### config.mk
export PLATFORM = sky130hd
export DESIGN_NAME = complete_arbiter_flat
export DESIGN_NICKNAME = d
export VERILOG_FILES = /design/src/rtl/ooo_pkg.sv /design/src/rtl/complete_arbiter_if.sv /design/src/rtl/compl_fifo.sv /design/src/rtl/complete_arbiter.sv /design/src/flat_wrapper.sv
export SDC_FILE = /design/constraint.sdc
export NUM_CORES = 1
export LEC_CHECK = 0
export ABC_AREA = 1
export CAP_MARGIN = 20
export CORE_ASPECT_RATIO = 0.5
export CORE_MARGIN = 2
export CORE_UTILIZATION = 35
export DETAILED_ROUTE_END_ITERATION = 8
export GPL_TIMING_DRIVEN = 0
export PLACE_DENSITY = 0.57
export SLEW_MARGIN = 10
export SYNTH_ARGS = -nofsm -noshare
export SYNTH_HDL_FRONTEND = slang
export SYNTH_SLANG_ARGS = --single-unit
### constraint.sdc
create_clock -name clk -period 6.4 [get_ports clk]
set_clock_uncertainty 0.05 [all_clocks]
set_input_delay 1.6 -clock clk [delete_from_list [all_inputs] [get_ports clk]]
set_output_delay 1.6 -clock clk [all_outputs]
set_load 0.02 [all_outputs]
### src/rtl/ooo_pkg.sv
// ooo_pkg
// Shared definitions for the out-of-order core completion path.
// Holds the physical-register and ROB tag widths, the completion packet
// struct that the ROB, the reservation/LS stations and the completion
// arbiter all pass around, and the grant encoding used by the arbiter.
// No ports.

package ooo_pkg;

  localparam int PR_W  = 6;
  localparam int ROB_W = 4;

  // One finished result as it travels to the completion bus.
  typedef struct packed {
    logic [PR_W-1:0]  p_rd;
    logic             RegDest;
    logic [ROB_W-1:0] rob_num;
    logic             changeFlow;
    logic [31:0]      jb_addr;
  } compl_pkt_t;

  // Which requester owned the bus on the most recent broadcast.
  typedef enum logic {
    GRANT_ALU = 1'b0,
    GRANT_MEM = 1'b1
  } grant_e;

endpackage

### src/rtl/complete_arbiter_if.sv
// complete_arbiter_if
// Bundles the ALU and MEM result handshakes and the completion broadcast
// bus of the arbiter.
//   alu_* / mem_*   : valid + result fields from each execute pipe, ready back
//   complete, *_compl : broadcast toward map table, stations and ROB
// Modports:
//   slave  - the arbiter (consumes results, drives ready and broadcast)
//   master - the environment (drives results, observes ready and broadcast)

interface complete_arbiter_if;
  import ooo_pkg::*;

  logic             alu_valid;
  logic [PR_W-1:0]  alu_p_rd;
  logic             alu_RegDest;
  logic [ROB_W-1:0] alu_rob_num;
  logic             alu_changeFlow;
  logic [31:0]      alu_jb_addr;
  logic             alu_ready;

  logic             mem_valid;
  logic [PR_W-1:0]  mem_p_rd;
  logic             mem_RegDest;
  logic [ROB_W-1:0] mem_rob_num;
  logic             mem_changeFlow;
  logic [31:0]      mem_jb_addr;
  logic             mem_ready;

  logic             complete;
  logic [PR_W-1:0]  p_rd_compl;
  logic             RegDest_compl;
  logic [ROB_W-1:0] rob_num_compl;
  logic             changeFlow_compl;
  logic [31:0]      jb_addr_compl;

  modport slave (
    input  alu_valid, alu_p_rd, alu_RegDest, alu_rob_num, alu_changeFlow, alu_jb_addr,
    output alu_ready,
    input  mem_valid, mem_p_rd, mem_RegDest, mem_rob_num, mem_changeFlow, mem_jb_addr,
    output mem_ready,
    output complete, p_rd_compl, RegDest_compl, rob_num_compl, changeFlow_compl, jb_addr_compl
  );

  modport master (
    output alu_valid, alu_p_rd, alu_RegDest, alu_rob_num, alu_changeFlow, alu_jb_addr,
    input  alu_ready,
    output mem_valid, mem_p_rd, mem_RegDest, mem_rob_num, mem_changeFlow, mem_jb_addr,
    input  mem_ready,
    input  complete, p_rd_compl, RegDest_compl, rob_num_compl, changeFlow_compl, jb_addr_compl
  );

endinterface

### src/rtl/compl_fifo.sv
// compl_fifo
// Small DEPTH-entry FIFO of completion packets, one per execute pipe.
// Ports:
//   clk, rst   : clock, synchronous active-low reset
//   push_i     : write data_i this cycle (caller guarantees not full)
//   pop_i      : drop the head this cycle (caller guarantees not empty)
//   flush_i    : discard every entry; wins over push/pop
//   data_i     : packet to write
//   head_o     : oldest packet (meaningless while empty)
//   empty_o, full_o : occupancy flags, from registered state only

module compl_fifo
  import ooo_pkg::*;
#(
  parameter int DEPTH = 2
) (
  input  logic       clk,
  input  logic       rst,
  input  logic       push_i,
  input  logic       pop_i,
  input  logic       flush_i,
  input  compl_pkt_t data_i,
  output compl_pkt_t head_o,
  output logic       empty_o,
  output logic       full_o
);

  localparam int PTR_W = (DEPTH > 1) ? $clog2(DEPTH) : 1;
  localparam int CNT_W = PTR_W + 1;

  compl_pkt_t       mem_q [DEPTH];
  logic [PTR_W-1:0] wr_ptr_q, rd_ptr_q;
  logic [CNT_W-1:0] count_q, count_d;

  // DEPTH is a power of two, so the pointers wrap by plain overflow.
  assign count_d = count_q + CNT_W'(push_i) - CNT_W'(pop_i);

  always_ff @(posedge clk) begin
    if (!rst) begin
      wr_ptr_q <= '0;
      rd_ptr_q <= '0;
      count_q  <= '0;
    end else if (flush_i) begin
      wr_ptr_q <= '0;
      rd_ptr_q <= '0;
      count_q  <= '0;
    end else begin
      if (push_i) wr_ptr_q <= wr_ptr_q + PTR_W'(1);
      if (pop_i)  rd_ptr_q <= rd_ptr_q + PTR_W'(1);
      count_q <= count_d;
    end
  end

  // Storage needs no reset: the count alone decides what is valid.
  always_ff @(posedge clk) begin
    if (rst && !flush_i && push_i) mem_q[wr_ptr_q] <= data_i;
  end

  assign head_o  = mem_q[rd_ptr_q];
  assign empty_o = (count_q == '0);
  assign full_o  = (count_q == CNT_W'(DEPTH));

endmodule

### src/rtl/complete_arbiter.sv
// complete_arbiter
// Shares the single completion broadcast bus between the ALU and MEM
// execute pipes. Each pipe feeds a private compl_fifo; every cycle at most
// one FIFO head is broadcast, round-robin on ties. A ROB recover discards
// everything buffered.
// Ports:
//   clk, rst : clock, synchronous active-low reset
//   recover  : ROB flush, empties both FIFOs and suppresses the broadcast
//   bus      : complete_arbiter_if.slave (pipe handshakes + broadcast bus)
// Tag widths come from ooo_pkg so the packet matches the ROB and stations.

module complete_arbiter
  import ooo_pkg::*;
#(
  parameter int DEPTH = 2
) (
  input  logic               clk,
  input  logic               rst,
  input  logic               recover,
  complete_arbiter_if.slave  bus
);

  compl_pkt_t alu_pkt, mem_pkt, alu_head, mem_head, out_pkt;
  logic       alu_empty, alu_full, mem_empty, mem_full;
  logic       alu_push, mem_push, alu_pop, mem_pop;
  logic       grant_alu, complete;
  grant_e     last_grant_q, last_grant_d;

  assign alu_pkt = '{p_rd: bus.alu_p_rd, RegDest: bus.alu_RegDest, rob_num: bus.alu_rob_num,
                     changeFlow: bus.alu_changeFlow, jb_addr: bus.alu_jb_addr};
  assign mem_pkt = '{p_rd: bus.mem_p_rd, RegDest: bus.mem_RegDest, rob_num: bus.mem_rob_num,
                     changeFlow: bus.mem_changeFlow, jb_addr: bus.mem_jb_addr};

  // Ready is purely the registered full flag: no pass-through when full.
  assign bus.alu_ready = ~alu_full;
  assign bus.mem_ready = ~mem_full;

  assign alu_push = bus.alu_valid & ~alu_full & ~recover;
  assign mem_push = bus.mem_valid & ~mem_full & ~recover;

  // ALU wins if it is the only one waiting, or on a tie when MEM went last.
  assign grant_alu = ~alu_empty & (mem_empty | (last_grant_q == GRANT_MEM));
  assign complete  = (~alu_empty | ~mem_empty) & ~recover;
  assign alu_pop   = complete & grant_alu;
  assign mem_pop   = complete & ~grant_alu;

  assign last_grant_d = complete ? (grant_alu ? GRANT_ALU : GRANT_MEM) : last_grant_q;

  // Round-robin memory; only an actual broadcast moves it, recover holds it.
  always_ff @(posedge clk) begin
    if (!rst) last_grant_q <= GRANT_MEM;
    else      last_grant_q <= last_grant_d;
  end

  compl_fifo #(.DEPTH(DEPTH)) u_alu_fifo (
    .clk(clk), .rst(rst), .push_i(alu_push), .pop_i(alu_pop), .flush_i(recover),
    .data_i(alu_pkt), .head_o(alu_head), .empty_o(alu_empty), .full_o(alu_full)
  );

  compl_fifo #(.DEPTH(DEPTH)) u_mem_fifo (
    .clk(clk), .rst(rst), .push_i(mem_push), .pop_i(mem_pop), .flush_i(recover),
    .data_i(mem_pkt), .head_o(mem_head), .empty_o(mem_empty), .full_o(mem_full)
  );

  // Idle bus carries all zeros so consumers never see a stale tag.
  assign out_pkt = !complete ? '0 : (grant_alu ? alu_head : mem_head);

  assign bus.complete         = complete;
  assign bus.p_rd_compl       = out_pkt.p_rd;
  assign bus.RegDest_compl    = out_pkt.RegDest;
  assign bus.rob_num_compl    = out_pkt.rob_num;
  assign bus.changeFlow_compl = out_pkt.changeFlow;
  assign bus.jb_addr_compl    = out_pkt.jb_addr;

endmodule

### src/flat_wrapper.sv
// flat-port wrapper written by rule: the top's interface ports become plain ports
module complete_arbiter_flat import ooo_pkg::*;
#(
  parameter int DEPTH = 2
)
  (clk, rst, recover, bus_alu_valid, bus_alu_p_rd, bus_alu_RegDest, bus_alu_rob_num, bus_alu_changeFlow, bus_alu_jb_addr, bus_alu_ready, bus_mem_valid, bus_mem_p_rd, bus_mem_RegDest, bus_mem_rob_num, bus_mem_changeFlow, bus_mem_jb_addr, bus_mem_ready, bus_complete, bus_p_rd_compl, bus_RegDest_compl, bus_rob_num_compl, bus_changeFlow_compl, bus_jb_addr_compl);
  complete_arbiter_if bus_i ();
  input  logic clk;
  input  logic rst;
  input  logic recover;
  input wire logic [$bits(bus_i.alu_valid)-1:0] bus_alu_valid;
  input wire logic [$bits(bus_i.alu_p_rd)-1:0] bus_alu_p_rd;
  input wire logic [$bits(bus_i.alu_RegDest)-1:0] bus_alu_RegDest;
  input wire logic [$bits(bus_i.alu_rob_num)-1:0] bus_alu_rob_num;
  input wire logic [$bits(bus_i.alu_changeFlow)-1:0] bus_alu_changeFlow;
  input wire logic [$bits(bus_i.alu_jb_addr)-1:0] bus_alu_jb_addr;
  output wire logic [$bits(bus_i.alu_ready)-1:0] bus_alu_ready;
  input wire logic [$bits(bus_i.mem_valid)-1:0] bus_mem_valid;
  input wire logic [$bits(bus_i.mem_p_rd)-1:0] bus_mem_p_rd;
  input wire logic [$bits(bus_i.mem_RegDest)-1:0] bus_mem_RegDest;
  input wire logic [$bits(bus_i.mem_rob_num)-1:0] bus_mem_rob_num;
  input wire logic [$bits(bus_i.mem_changeFlow)-1:0] bus_mem_changeFlow;
  input wire logic [$bits(bus_i.mem_jb_addr)-1:0] bus_mem_jb_addr;
  output wire logic [$bits(bus_i.mem_ready)-1:0] bus_mem_ready;
  output wire logic [$bits(bus_i.complete)-1:0] bus_complete;
  output wire logic [$bits(bus_i.p_rd_compl)-1:0] bus_p_rd_compl;
  output wire logic [$bits(bus_i.RegDest_compl)-1:0] bus_RegDest_compl;
  output wire logic [$bits(bus_i.rob_num_compl)-1:0] bus_rob_num_compl;
  output wire logic [$bits(bus_i.changeFlow_compl)-1:0] bus_changeFlow_compl;
  output wire logic [$bits(bus_i.jb_addr_compl)-1:0] bus_jb_addr_compl;
  assign bus_i.alu_valid = bus_alu_valid;
  assign bus_i.alu_p_rd = bus_alu_p_rd;
  assign bus_i.alu_RegDest = bus_alu_RegDest;
  assign bus_i.alu_rob_num = bus_alu_rob_num;
  assign bus_i.alu_changeFlow = bus_alu_changeFlow;
  assign bus_i.alu_jb_addr = bus_alu_jb_addr;
  assign bus_alu_ready = bus_i.alu_ready;
  assign bus_i.mem_valid = bus_mem_valid;
  assign bus_i.mem_p_rd = bus_mem_p_rd;
  assign bus_i.mem_RegDest = bus_mem_RegDest;
  assign bus_i.mem_rob_num = bus_mem_rob_num;
  assign bus_i.mem_changeFlow = bus_mem_changeFlow;
  assign bus_i.mem_jb_addr = bus_mem_jb_addr;
  assign bus_mem_ready = bus_i.mem_ready;
  assign bus_complete = bus_i.complete;
  assign bus_p_rd_compl = bus_i.p_rd_compl;
  assign bus_RegDest_compl = bus_i.RegDest_compl;
  assign bus_rob_num_compl = bus_i.rob_num_compl;
  assign bus_changeFlow_compl = bus_i.changeFlow_compl;
  assign bus_jb_addr_compl = bus_i.jb_addr_compl;
  complete_arbiter #(.DEPTH(DEPTH)) u_core (.clk(clk), .rst(rst), .recover(recover), .bus(bus_i));
endmodule
**Word-level counts from Yosys, hierarchy flattened**

Memory sizes are Yosys's and may differ from the RTL's. A register that Yosys moved wholly into a read port is not among the register bits.
Index checks and enable logic that the tools add are counted.

- $add $sub $neg: 8
- Equality and inequality tests: 2
- Muxes and demuxes: 11
- Bitwise gates (word level): 17
- Reduce and logical (&&, ||, !) cells: 7

Operators with widths:

| kind | number |
|---|---|
| 2-to-1 mux 44 bit | 2 |
| 2-to-1 mux 1 bit | 9 |
| AND 1 bit | 8 |
| inverter 1 bit | 7 |
| adder 1 bit, second input constant | 4 |
| adder 2 x 1 -> 2 bit | 2 |
| equality test 2 bit, second input constant | 2 |
| logical NOT 2 bit | 2 |
| subtractor 2 x 1 -> 2 bit | 2 |
| logical AND 1 bit | 3 |
| OR 1 bit | 2 |
| OR reduction 2 bit | 1 |
| logical NOT 1 bit | 1 |

- Register bits after elaboration: 9
- Memory bits (writable): 176
- Input port bits: 93
- Word-level logic and storage cells: 54
- Memories kept: 2

Memory list:

| memory | words | bits a word | rd ports | clocked after Yosys merged registers in | write ports | RTL line | RTL |
|---|---|---|---|---|---|---|---|
| u_core.u_alu_fifo.mem_q | 2 | 44 | 1 | 1 | 1 | compl_fifo.sv:31 | `compl_pkt_t mem_q [DEPTH];` |
| u_core.u_mem_fifo.mem_q | 2 | 44 | 1 | 1 | 1 | compl_fifo.sv:31 |  |

**Depth between registers and ports, before layout**

- Depth in word-level cells: 7
- Mapped depth: 11
- Gate-level depth less buffers: 10

**By module**

Synthesis repeated with hierarchy kept, for this count alone.

- Cell total of the unflattened synthesis: 515
- Area, all modules: 8,215.4 µm²

Modules (own cells, without submodules):

| module | instances | cells each | area an instance (µm²) | seq. area each (µm²) |
|---|---|---|---|---|
| compl_fifo | 2 | 171 | 3,616.0 | 2,742.6 |
| complete_arbiter | 1 | 173 | 983.4 | 20.0 |

**Worst setup path after synthesis**

No wires, ideal clock.

- Path kind: in2reg
- From: input port recover
- To: memory u_core.u_alu_fifo.mem_q[0][0] (netlist bit), enable pin
- Setup time: 500 ps
- Data arrival time: 4,905 ps
- Required time: 5,850 ps
- Slack: 945 ps
- Stages: 3
- Path buffers: 0
- Path through: inv_1 > nand2_1 > nor3_1

- Word-level cells in the longest chain between the ends: 5
- Elaborated cells between the ends (all ways): 7
- Those cells by class: mux: 2; bitwise: 2; reduce/logical: 3

Ends and longest elaborated chain:

| element | RTL line | RTL |
|---|---|---|
| start: declaration | flat_wrapper.sv:10 | `input logic recover;` |
| inverter 1 bit / logical NOT 1 bit (equally long branches) | complete_arbiter.sv:38, compl_fifo.sv:56 |  |
| AND 1 bit / logical AND 1 bit (equally long branches) | complete_arbiter.sv:38, compl_fifo.sv:56 |  |
| logical AND 1 bit * | compl_fifo.sv:56 | `if (rst && !flush_i && push_i) mem_q[wr_ptr_q] <= data_i;` |
| 2-to-1 mux 1 bit * | compl_fifo.sv:56 |  |
| 2-to-1 mux 1 bit (implied by the code) * | compl_fifo.sv:56 |  |
| end: declaration | compl_fifo.sv:31 |  |

Every way passes the cells marked *; elsewhere a longest branch is shown, timed or not.

**Final worst setup path**

- From: input port recover
- To: output port bus_p_rd_compl[2]

- Word-level cells in the longest chain between the ends: 3

Ends and longest elaborated chain:

| element | RTL line | RTL |
|---|---|---|
| inverter 1 bit | complete_arbiter.sv:43 | `assign complete = (~alu_empty \| ~mem_empty) & ~recover;` |
| AND 1 bit | complete_arbiter.sv:43 |  |
| 2-to-1 mux 44 bit | complete_arbiter.sv:66 | `assign out_pkt = !complete ? '0 : (grant_alu ? alu_head : mem_head);` |
| end: declaration | flat_wrapper.sv:26 | `output wire logic [$bits(bus_i.p_rd_compl)-1:0] bus_p_rd_compl;` |

Every way passes these cells.

==> run_results.csv <==
group,metric,value,unit
status,status,"complete, no violations",
cts,clk_pin_slew,0.07,ns
cts,hold_buffers,0,
final_layout,n_antenna_cell,0,
timing,fmax,0.190,GHz
synth,synth-simple-area-share,6.67,%
timing,holdWs,0.450,ns
cts,ctsResizeCount,0,
cts,clock_sinks,187,
placed_design,gp_congestion,0.756,
timing,maxSlewHeadroom,62.3,%
synth,synth_top_family_by_area,"compound AO/OA/AOI/OAI gates",
die,die_h,108,µm
critical_path,rr_endpoint,"u_core.u_mem_fifo.mem_q[0][6]",
flow_run,maxCapViolations,0,
timing,finalSetupViolCount,0,
grt,grt_pass1_wl,26200,µm
die,fp.dieArea,22700,µm²
timing,rsz0062_at_grt,"no",
cts,cts_tree,"done",
critical_path,required,4.75,ns
critical_path,worstPathArrival,3.60,ns
grt,grt_overflow,0,
detailed_routing,finalWirelength,16800,µm
min_path,hold_path.class,"reg2reg",
power_and_ir_drop,vdd_drop_max,0.000209,V
timing,slew_violations,0,
final_layout,layout.nets,812,
critical_path,r2r_start,"u_core.u_mem_fifo.count_q[0]",
critical_path,end_kind,"output port",
cts,htreeDepth,4,
critical_path,critPathLaunch,"recover",
critical_path,worstPathMaxFanout,10,
critical_path,reg2reg_depth,7,
detailed_routing,vias_per_cell,4.60,
synth,synth.distinct_cells,25,
synth,synth_warnings,0,
detailed_routing,vias,4604,
detailed_routing,post_drt_wl_per_cell,16.8,µm
grt,antenna_found_initial,0,
synth,synth_seq_cells,187,
die,floorplan.initialDensity,36.1,%
timing,hold_viol_final,0,
cts,cts_inserted_buffers,17,
synth,syn_area_per_cell,14.0,µm²
power_and_ir_drop,power.density,285,nW/µm²
synth,synth_nets,634,
synth,synthAdderAreaFrac,0.665,%
die,io_pins,140,
detailed_routing,drtPass1Iterations,4,
grt,grt_max_degree,17,
synth,seq_area_frac_synth,73.2,%
cts,cts_setup_buffers,0,
critical_path,cp-start-kind,"input port",
die,design.core.area,20800,µm²
synth,synth_compound_area_share,8.67,%
placed_design,port_buffers,139,
placed_design,dp_hpwl,12000,µm
final_layout,fin_util,48.8,%
detailed_routing,dr.first_iter.drc_count,199,
cts,clockRootBuffer,"clkbuf_16",
cts,worstSkewPairLatency,0.43,ns
critical_path,rrSetupSlack,4.27,ns
final_layout,nFillCells,1833,
timing,worst_pin_slew,0.566,ns
critical_path,endpoint,"bus_p_rd_compl[2]",
detailed_routing,drc,0,
critical_path,path_class,"in2out",
timing,fin_crit_sh,82.1,%
synth,syn_area,7520,µm²
grt,grt_pass1_vias,4773,
synth,muxShareOfSynthArea,5.86,%
final_layout,area_growth,35.3,%
cts,cts.path.max_buffers,2,
die,row_count,37,
timing,fin_crit,5.25,ns
final_layout,drive_above_1_share,16.2,%
grt,grt_usage,15.7,%
detailed_routing,ant_nets,0,
synth,synth_cells,537,
die,fp.dieW,211,µm
power_and_ir_drop,power_leakage,3.52,nW
synth,synthXorXnorAreaFrac,0.233,%
==> state kept, by name (all words and copies together), names as in the netlist, named ones only <==
| register | count |
|---|---|
| u_core.u_mem_fifo.mem_q | 88 |
| u_core.u_alu_fifo.rd_ptr_q | 1 |
| u_core.u_mem_fifo.wr_ptr_q | 1 |
| u_core.u_mem_fifo.count_q | 2 |
| u_core.u_mem_fifo.rd_ptr_q | 1 |
| u_core.last_grant_q | 1 |
| u_core.u_alu_fifo.wr_ptr_q | 1 |
| u_core.u_alu_fifo.mem_q | 88 |
| u_core.u_alu_fifo.count_q | 2 |
==> cell type report <==
class                   instances  area (µm²)  area share (%)
inverters                      57         214            2.10
plain buffers                  23         140            1.38
clock buffers                  18         429            4.22
well taps                     273         342            3.36
multi-input cells             270        1680            16.5
repair buffers                159        1570            15.4
flip-flops and latches        187        5510            54.1
clock inverters                14         292            2.87
==> synth_stat cells, drive strengths merged <==
cell	number	share of area, %
inv	57	2.8
xnor2	2	0.23
clkbuf	7	0.40
o21ai	93	8.3
nor2	14	1.0
nand3	4	0.27
a21oi	5	0.38
buf	16	1.5
nor3	4	0.27
dfxtp	11	2.9
nand2	100	5.1
edfxtp	176	70
mux2i	44	5.9
ha	4	0.67
==> stage by stage <==
step | worst slack (ns) | total power, mW | TNS (ns) | std cells | area, µm²
after floorplan | 0.945 | 1.52 | 0 | 537 | 7520
after global placement | -2.29 | 1.65 | -382.26 | 949 | 9250
final | 1.15 | 2.90 | 0 | 1001 | 10200
after detailed placement | 1.11 | 1.66 | 0 | 969 | 9450
after CTS | 1.10 | 2.93 | 0 | 1001 | 10200
after global routing | 1.06 | 3.00 | 0 | 1001 | 10200
==> worst max-delay path, cell delays in order <==
cell and delay (ns):
clkdlybuf4s50_1 0.56, a21oi_2 0.31, nand2_4 0.16, buf_6 0.20, o21ai_2 0.11, clkdlybuf4s50_1 0.66
==> placed cells by master, fill, tap and decap left out, drive strengths merged <==
master         instances
clkdlybuf4s50        139
bufinv                 8
nor3                   4
nand3                  4
buf                   36
mux2i                 44
a21oi                  5
clkinv                 4
nor2                  14
nand2                100
xnor2                  2
edfxtp               176
inv                   58
dfxtp                 11
clkbuf                25
clkinvlp               1
o21ai                 93
ha                     4
==> cell families after synthesis <==
family                     Yosys count
buffers and inverters               80
adders and majority gates            4
DFF                                187
muxes                               44
AOI/OAI and AO/OA                   98
and+or+nand+nor                    122
xor gates and xnor gates             2
==> how the worst min path moves through the flow <==
stage | end | depth (start not counted) | start
floorplan | u_core.u_alu_fifo.wr_ptr_q | 2 | u_core.u_alu_fifo.wr_ptr_q
CTS | u_core.u_alu_fifo.count_q[1] | 2 | u_core.u_alu_fifo.count_q[1]
global placement | u_core.u_alu_fifo.wr_ptr_q | 2 | u_core.u_alu_fifo.wr_ptr_q
finish | u_core.u_alu_fifo.count_q[1] | 2 | u_core.u_alu_fifo.count_q[1]
detailed placement | u_core.u_alu_fifo.count_q[1] | 2 | u_core.u_alu_fifo.count_q[1]
global route | u_core.u_alu_fifo.count_q[1] | 2 | u_core.u_alu_fifo.count_q[1]
==> power breakdown <==
group,internal (mW),switching (mW)
sequential,1.36,0.00733
combinational,0.126,0.135
clock,0.815,0.456
total,2.31,0.598
==> per-layer routing <==
| layer | wire (µm) | track usage (%) | part of all wire, % |
|---|---|---|---|
| met1 | 7570 | 19.8 | 45 |
| met2 | 8320 | 26.7 | 50 |
| met3 | 593 | 3.06 | 3.5 |
| met4 | 299 | 6.09 | 1.8 |
| met5 | 0 | 0 | 0 |
Power figures use the tool's default switching activity.
